==> src/rtl/receiver.sv <==
// UART receiver: 8N1, LSB first, 8x oversampling from an external baud strobe.
// rxd and bclk_8 are synchronized into sysclk; the FSM advances only on ticks
// (rising edges of the synchronized bclk_8).
// Optional error flags are built only when RX_ERR_EN is defined.
module receiver #(
  parameter int OVERSAMPLE = 8
) (
  input  logic       sysclk,
  input  logic       rst,
  input  logic       rxd,
  input  logic       bclk_8,
  input  logic       rdr_readH,
  output logic [7:0] RDR,
  output logic       rxd_readyH,
  output logic       frame_errH,
  output logic       overrun_errH
);

  // count value at the last tick of a bit period, and at mid start bit
  localparam logic [2:0] CNT_LAST = 3'(OVERSAMPLE - 1);
  localparam logic [2:0] CNT_MID  = 3'(OVERSAMPLE / 2 - 1);

  typedef enum logic [1:0] {IDLE, START, DATA, STOP} state_t;

  // synchronizers
  logic rxd_m_q, rxd_s_q;
  logic bclk_m_q, bclk_s_q, bclk_d_q;
  logic rxd_s, tick;

  // FSM and datapath state
  state_t     state_q, state_d;
  logic [2:0] count_q, count_d;
  logic [3:0] bitcnt_q, bitcnt_d;
  logic [7:0] shreg_q, shreg_d;
  logic [7:0] rdr_q, rdr_d;
  logic       ready_q, ready_d;
  logic       byte_done;

  // two-flop synchronizers; rxd idles high, bclk_8 idles low
  always_ff @(posedge sysclk or negedge rst) begin
    if (!rst) begin
      rxd_m_q  <= 1'b1;
      rxd_s_q  <= 1'b1;
      bclk_m_q <= 1'b0;
      bclk_s_q <= 1'b0;
      bclk_d_q <= 1'b0;
    end else begin
      rxd_m_q  <= rxd;
      rxd_s_q  <= rxd_m_q;
      bclk_m_q <= bclk_8;
      bclk_s_q <= bclk_m_q;
      bclk_d_q <= bclk_s_q;
    end
  end

  assign rxd_s = rxd_s_q;
  assign tick  = bclk_s_q & ~bclk_d_q;

  // state register and datapath flops
  always_ff @(posedge sysclk or negedge rst) begin
    if (!rst) begin
      state_q  <= IDLE;
      count_q  <= 3'd0;
      bitcnt_q <= 4'd0;
      shreg_q  <= 8'h00;
      rdr_q    <= 8'h00;
      ready_q  <= 1'b0;
    end else begin
      state_q  <= state_d;
      count_q  <= count_d;
      bitcnt_q <= bitcnt_d;
      shreg_q  <= shreg_d;
      rdr_q    <= rdr_d;
      ready_q  <= ready_d;
    end
  end

  // next-state: everything holds except on ticks
  always_comb begin
    state_d   = state_q;
    count_d   = count_q;
    bitcnt_d  = bitcnt_q;
    shreg_d   = shreg_q;
    byte_done = 1'b0;
    if (tick) begin
      case (state_q)
        IDLE: begin
          if (!rxd_s) begin
            state_d = START;
            count_d = 3'd0;
          end
        end
        START: begin
          if (count_q == CNT_MID) begin
            count_d = 3'd0;
            if (!rxd_s) begin
              state_d  = DATA;
              bitcnt_d = 4'd0;
            end else begin
              // glitch, not a real start bit
              state_d = IDLE;
            end
          end else begin
            count_d = count_q + 3'd1;
          end
        end
        DATA: begin
          count_d = count_q + 3'd1;
          if (count_q == CNT_LAST) begin
            shreg_d  = {rxd_s, shreg_q[7:1]};
            bitcnt_d = bitcnt_q + 4'd1;
            if (bitcnt_q == 4'd7) begin
              state_d = STOP;
              count_d = 3'd0;
            end
          end
        end
        STOP: begin
          count_d = count_q + 3'd1;
          if (count_q == CNT_LAST) begin
            byte_done = 1'b1;
            state_d   = IDLE;
            count_d   = 3'd0;
          end
        end
        default: begin
          state_d = IDLE;
          count_d = 3'd0;
        end
      endcase
    end
  end

  // receive data register: a new byte always lands, and set beats a read
  always_comb begin
    rdr_d   = rdr_q;
    ready_d = ready_q;
    if (byte_done) begin
      rdr_d   = shreg_q;
      ready_d = 1'b1;
    end else if (rdr_readH) begin
      ready_d = 1'b0;
    end
  end

  assign RDR        = rdr_q;
  assign rxd_readyH = ready_q;

`ifdef RX_ERR_EN
  logic fe_q, fe_d, ov_q, ov_d;

  // error flags refresh on every completed byte
  always_comb begin
    fe_d = fe_q;
    ov_d = ov_q;
    if (byte_done) begin
      fe_d = ~rxd_s;
      ov_d = ready_q;
    end
  end

  // error flag registers
  always_ff @(posedge sysclk or negedge rst) begin
    if (!rst) begin
      fe_q <= 1'b0;
      ov_q <= 1'b0;
    end else begin
      fe_q <= fe_d;
      ov_q <= ov_d;
    end
  end

  assign frame_errH   = fe_q;
  assign overrun_errH = ov_q;
`else
  assign frame_errH   = 1'b0;
  assign overrun_errH = 1'b0;
`endif

endmodule

==> config.mk <==
export PLATFORM = sky130hd
export DESIGN_NAME = receiver
export DESIGN_NICKNAME = d
export VERILOG_FILES = /design/src/rtl/receiver.sv
export SDC_FILE = /design/constraint.sdc
export NUM_CORES = 1
export LEC_CHECK = 0
export ABC_AREA = 1
export CORE_ASPECT_RATIO = 0.5
export CORE_UTILIZATION = 40
export CTS_CLUSTER_DIAMETER = 120
export DETAILED_ROUTE_END_ITERATION = 10
export DONT_BUFFER_PORTS = 1
export PLACE_DENSITY = 0.56
export SLEW_MARGIN = 10
export SYNTH_ARGS = -nofsm -noshare
export SYNTH_HDL_FRONTEND = slang
export SYNTH_SLANG_ARGS = --single-unit
export TNS_END_PERCENT = 50
==> constraint.sdc <==
create_clock -name sysclk -period 4.4 [get_ports sysclk]
set_clock_uncertainty 0.2 [all_clocks]
set_input_delay 0.44 -clock sysclk [delete_from_list [all_inputs] [get_ports sysclk]]
set_output_delay 0.44 -clock sysclk [all_outputs]
set_load 0.01 [all_outputs]
[After elaboration in Yosys (flattened, before gate mapping)]
Index checks and enable logic that the tools add are counted.
Widths: inputs -> output; s select.
Word-level totals
  register bits after elaboration: 31
  word-level logic and storage cells: 56
Cells by class
  $add $sub $neg: 2
  equality and inequality tests: 12
  multiplexer cells: 22
  bitwise gates (word level): 2
  reduce and logical (&&, ||, !) cells: 7
Operator list (number)
  $mux 3: 5
  $mux 2: 6
  $mux 4: 3
  $ne 2x2->1 const B: 6
  $pmux 3 s4: 1
  $pmux 2 s4: 1
  $pmux 4 s2: 1
  $reduce_and 6->1: 1
  $mux 1: 5
  $reduce_and 5->1: 1
  $add 4x1->4 const B: 1
  $eq 2x2->1 const B: 2
  $eq 4x3->1 const B: 1
  $reduce_bool 2->1: 2
  $add 3x1->3 const B: 1
  $eq 3x2->1 const B: 1
  $eq 3x3->1 const B: 1
  $reduce_and 3->1: 1
  $eq 2x1->1 const B: 1
  $logic_not 2->1: 1
  $reduce_and 2->1: 1
  $and 1x1->1: 1
  $not 1->1: 1

[Longest topological paths before layout]
  depth in word-level cells: 5
  mapped depth: 9
  gate-level depth less buffers: 9

[Least setup slack after synthesis]
OpenSTA, ideal clock, no wires.
  path kind: register to register
  start: register count_q[0]
  end: register rdr_q[7] (netlist: RDR[7])
  library setup time: 0.119 ns
  arrival: 1.289 ns
  required time: 4.081 ns
  slack: 2.792 ns
  cell stages (with the launch flop): 8
  path buffers: 0
  cell sequence: dfrtp_1 ha_1 ha_1 nand2_4 nor3_4 inv_4 nand2_2 o21ai_2
Between the ends
  word-level cells in the longest chain between the ends: 4
RTL lines
  start: declaration: line 32  | logic [2:0] count_q, count_d;
  start signal: assignment: line 70  | count_q <= count_d;
  $eq 3x3->1: line 120  | if (count_q == CNT_LAST) begin
  $mux 1: line 120
  $mux 1: line 86  | case (state_q)
  $mux 1: line 85  | if (tick) begin
  end signal: assignment: line 73  | rdr_q <= rdr_d;
  end: declaration: line 35  | logic [7:0] rdr_q, rdr_d;
Every way passes these cells.
A chain may end at the register's enable or synchronous reset.

[Worst setup path after layout]
Ends and elaborated chain as after synthesis.

==> flow_summary.yaml <==
run_status:
  status: "complete, no violations"
route:
  routed_wl_um: 2380
  drtAntennaViolNets: 0
  drc: 0
  drt-vias-per-instance: 4.65
  drt_first_iter_violations: 36
  dr.pass1.iters: 4
  routed-via-count: 981
  wl_per_cell_um: 11.3
cells_and_area:
  final_cell_mix: "nand2_1, dfrtp_1, inv_1"
  layout_commonest_cell: "nand2_1"
  nFillCells: 311
  nNetsFinal: 173
  diodes: 0
  seqCellArea_um2: 778
  area_growth_pct: 11.6
  stdcell_area_um2: 1580
  finish.utilization_pct: 49.5
  fin_cells: 211
  multi_input_area_um2: 544
  drive_gt1_share_pct: 14.7
floorplanning:
  core_um2: 3190
  fp.dieArea_um2: 3790
  start_util_pct: 44.4
  die_h_um: 44.1
  rows: 14
  dieWidth_um: 86.1
  num_io_pins: 16
power:
  switchingPower_w: 0.000220
  seqPwrFrac_pct: 47.9
  vdd_drop_max_v: 0.000157
  leakagePower_nw: 0.810
  comb_power_share_pct: 19.1
  powerDensity_nw_per_um2: 438
  clockPowerShare_pct: 33.1
  p_sw_share_pct: 31.7
  power.internal_w: 0.000472
logic_synthesis:
  synth_top_cell_by_area: "dfrtp_1"
  synth_warnings: 0
  synth_seq_area_share_pct: 55.0
  synth_edf_count: 0
  synth_area_um2: 1420
  postSynthCellCount: 155
  synth_seq_cells: 31
  ys.flop_type: "dfrtp_1"
  ys_types: 24
  netlist.area_leader.share_pct: 51.3
  postSynth.asyncResetShare_pct: 100
  synthTopCellsByArea: "dfrtp_1, nand2_1, ha_1"
  syn-mean-instance-area_um2: 9.13
clock_tree:
  cts_made_buffers: 5
  cts_buffer_depth: 2
  clock_sinks: 31
  cts_setup_buffers: 0
  htreeDepth: 2
  worstSkewPairLatency_ps: 290
  clk_pin_slew_ps: 60
  cts_root_buf: "clkbuf_8"
  tritoncts: "yes"
  cts_resized: 0
  cts-hold-fix-buffers: 4
placed_design:
  place.detailed.hpwl_um: 1640
  placed_cell_area_um2: 1440
  gp_congestion: 0.773
  dp.cells: 200
  io_buffers: 0
hold_path:
  holdPathStages: 1
  hold_start: "rdr_readH"
  hold_end: "rxd_readyH$_DFFE_PN0P_"
  min_path_type: "in2reg"
setup_path:
  startpoint: "count_q[0]$_DFFE_PN0P_"
  r2r_setup_slack_ps: 2620
  timing.rr.start: "count_q[0]$_DFFE_PN0P_"
  rr_worst_depth: 7
  critical_path_class: "reg2reg"
  r2r-end: "RDR[7]$_DFFE_PN0P_"
  cp.arrival_ps: 1750
  endpoint_kind: "flop"
  startpoint_type: "flop"
  required_ps: 4380
  worstPathMaxFanout: 10
sta:
  setup_tns_ps: 0
  setup_violations: 0
  fmax_mhz: 563
  hold_viol: 0
  period_share_pct: 40.4
  drv_slew: 0
  worst_hold_slack_ps: 67.0
  rsz0062_at_grt: "false"
  min_period_ps: 1780
global_route:
  grt_overflow: 0
  track_usage_pct: 15.3
  grt_max_degree: 32
  grt_pass1_vias: 874
  antenna_found_initial: 0
  grt_first_pass_wirelength_um: 4150
job:
  maxCapViolCount: 0
[power by group through the flow]
stage	sequential, W	combinational (W)	clock [W]
5_1_grt	0.000336	0.000151	0.000249
2_1_floorplan	0.000330	0.000111	0
6_report	0.000331	0.000132	0.000229
4_1_cts	0.000331	0.000133	0.000237
3_3_place_gp	0.000336	0.000121	0
3_5_place_dp	0.000336	0.000122	0
[how the worst max path moves through the flow]
stage | end | slack (ps) | cells past startpoint
after floorplan | RDR[7]$_DFFE_PN0P_ | 2790 | 7
after global placement | RDR[5]$_DFFE_PN0P_ | 2650 | 7
after detailed placement | RDR[5]$_DFFE_PN0P_ | 2600 | 7
after CTS | RDR[5]$_DFFE_PN0P_ | 2590 | 7
after global routing | RDR[4]$_DFFE_PN0P_ | 2470 | 7
final | RDR[7]$_DFFE_PN0P_ | 2620 | 7
[area by class of cell]
type,instances,area share [%]
Clock inverter,1,0.317
Timing Repair Buffer,4,3.17
Tap cell,48,3.80
Inverter,15,3.72
Multi-Input combinational cell,106,34.5
Sequential cell,31,49.3
Clock buffer,6,5.23
[Yosys cell counts (2+ instances only)]
| cell type | n |
|---|---|
| nand4_1 | 2 |
| ha_1 | 5 |
| nor2_4 | 3 |
| nand2_1 | 55 |
| o21ai_1 | 2 |
| inv_1 | 13 |
| o21ai_0 | 12 |
| nor2_1 | 6 |
| or2_2 | 2 |
| buf_6 | 2 |
| dfstp_2 | 2 |
| nand3_1 | 9 |
| dfrtp_1 | 29 |
| nand2_2 | 2 |
| buf_4 | 2 |
[per-stage QoR]
| stage | power [W] | setup slack (ps) |
|---|---|---|
| after CTS | 0.000701 | 2590 |
| final | 0.000692 | 2620 |
| after global placement | 0.000457 | 2650 |
| after floorplan | 0.000442 | 2790 |
| after global routing | 0.000736 | 2470 |
| after detailed placement | 0.000459 | 2600 |
[critical path, stage by stage (launching register included)]
cell and delay, ps:
dfrtp_1 360, ha_1 190, ha_1 220, nand2_4 110, nor3_4 340, inv_4 120, nand2_2 80, o21ai_2 50
[kinds of logic after synthesis]
kind of cell / count (synthesis) / share of synthesized area (%)
AO/OA/AOI/OAI: 17 / 6.72
flip-flops: 31 / 55.0
AND/OR/NAND/NOR: 82 / 26.8
adder cells (fa/ha/maj): 5 / 4.42
other: 1 / 0.265
buffers and inverters: 19 / 6.81
[flip-flops by register name (all words and copies together), names as in the netlist, named ones only]
signal      count
rxd_readyH      1
state_q         1
bitcnt_q        4
shreg_q         8
bclk_d_q        1
rxd_s           1
rxd_m_q         1
bclk_s_q        1
RDR             8
count_q         3
bclk_m_q        1
[layer usage]
metal / vias to the layer above / wire [um] / GRT usage (%)
met3: 7 / 116 / 5.60
met5: - / 0 / 0
met1: 456 / 1330 / 20.9
li1: 501 / - / -
met4: 0 / 59 / 10.0
met2: 17 / 879 / 20.5
No activity file was read; power rests on OpenSTA's default activity.
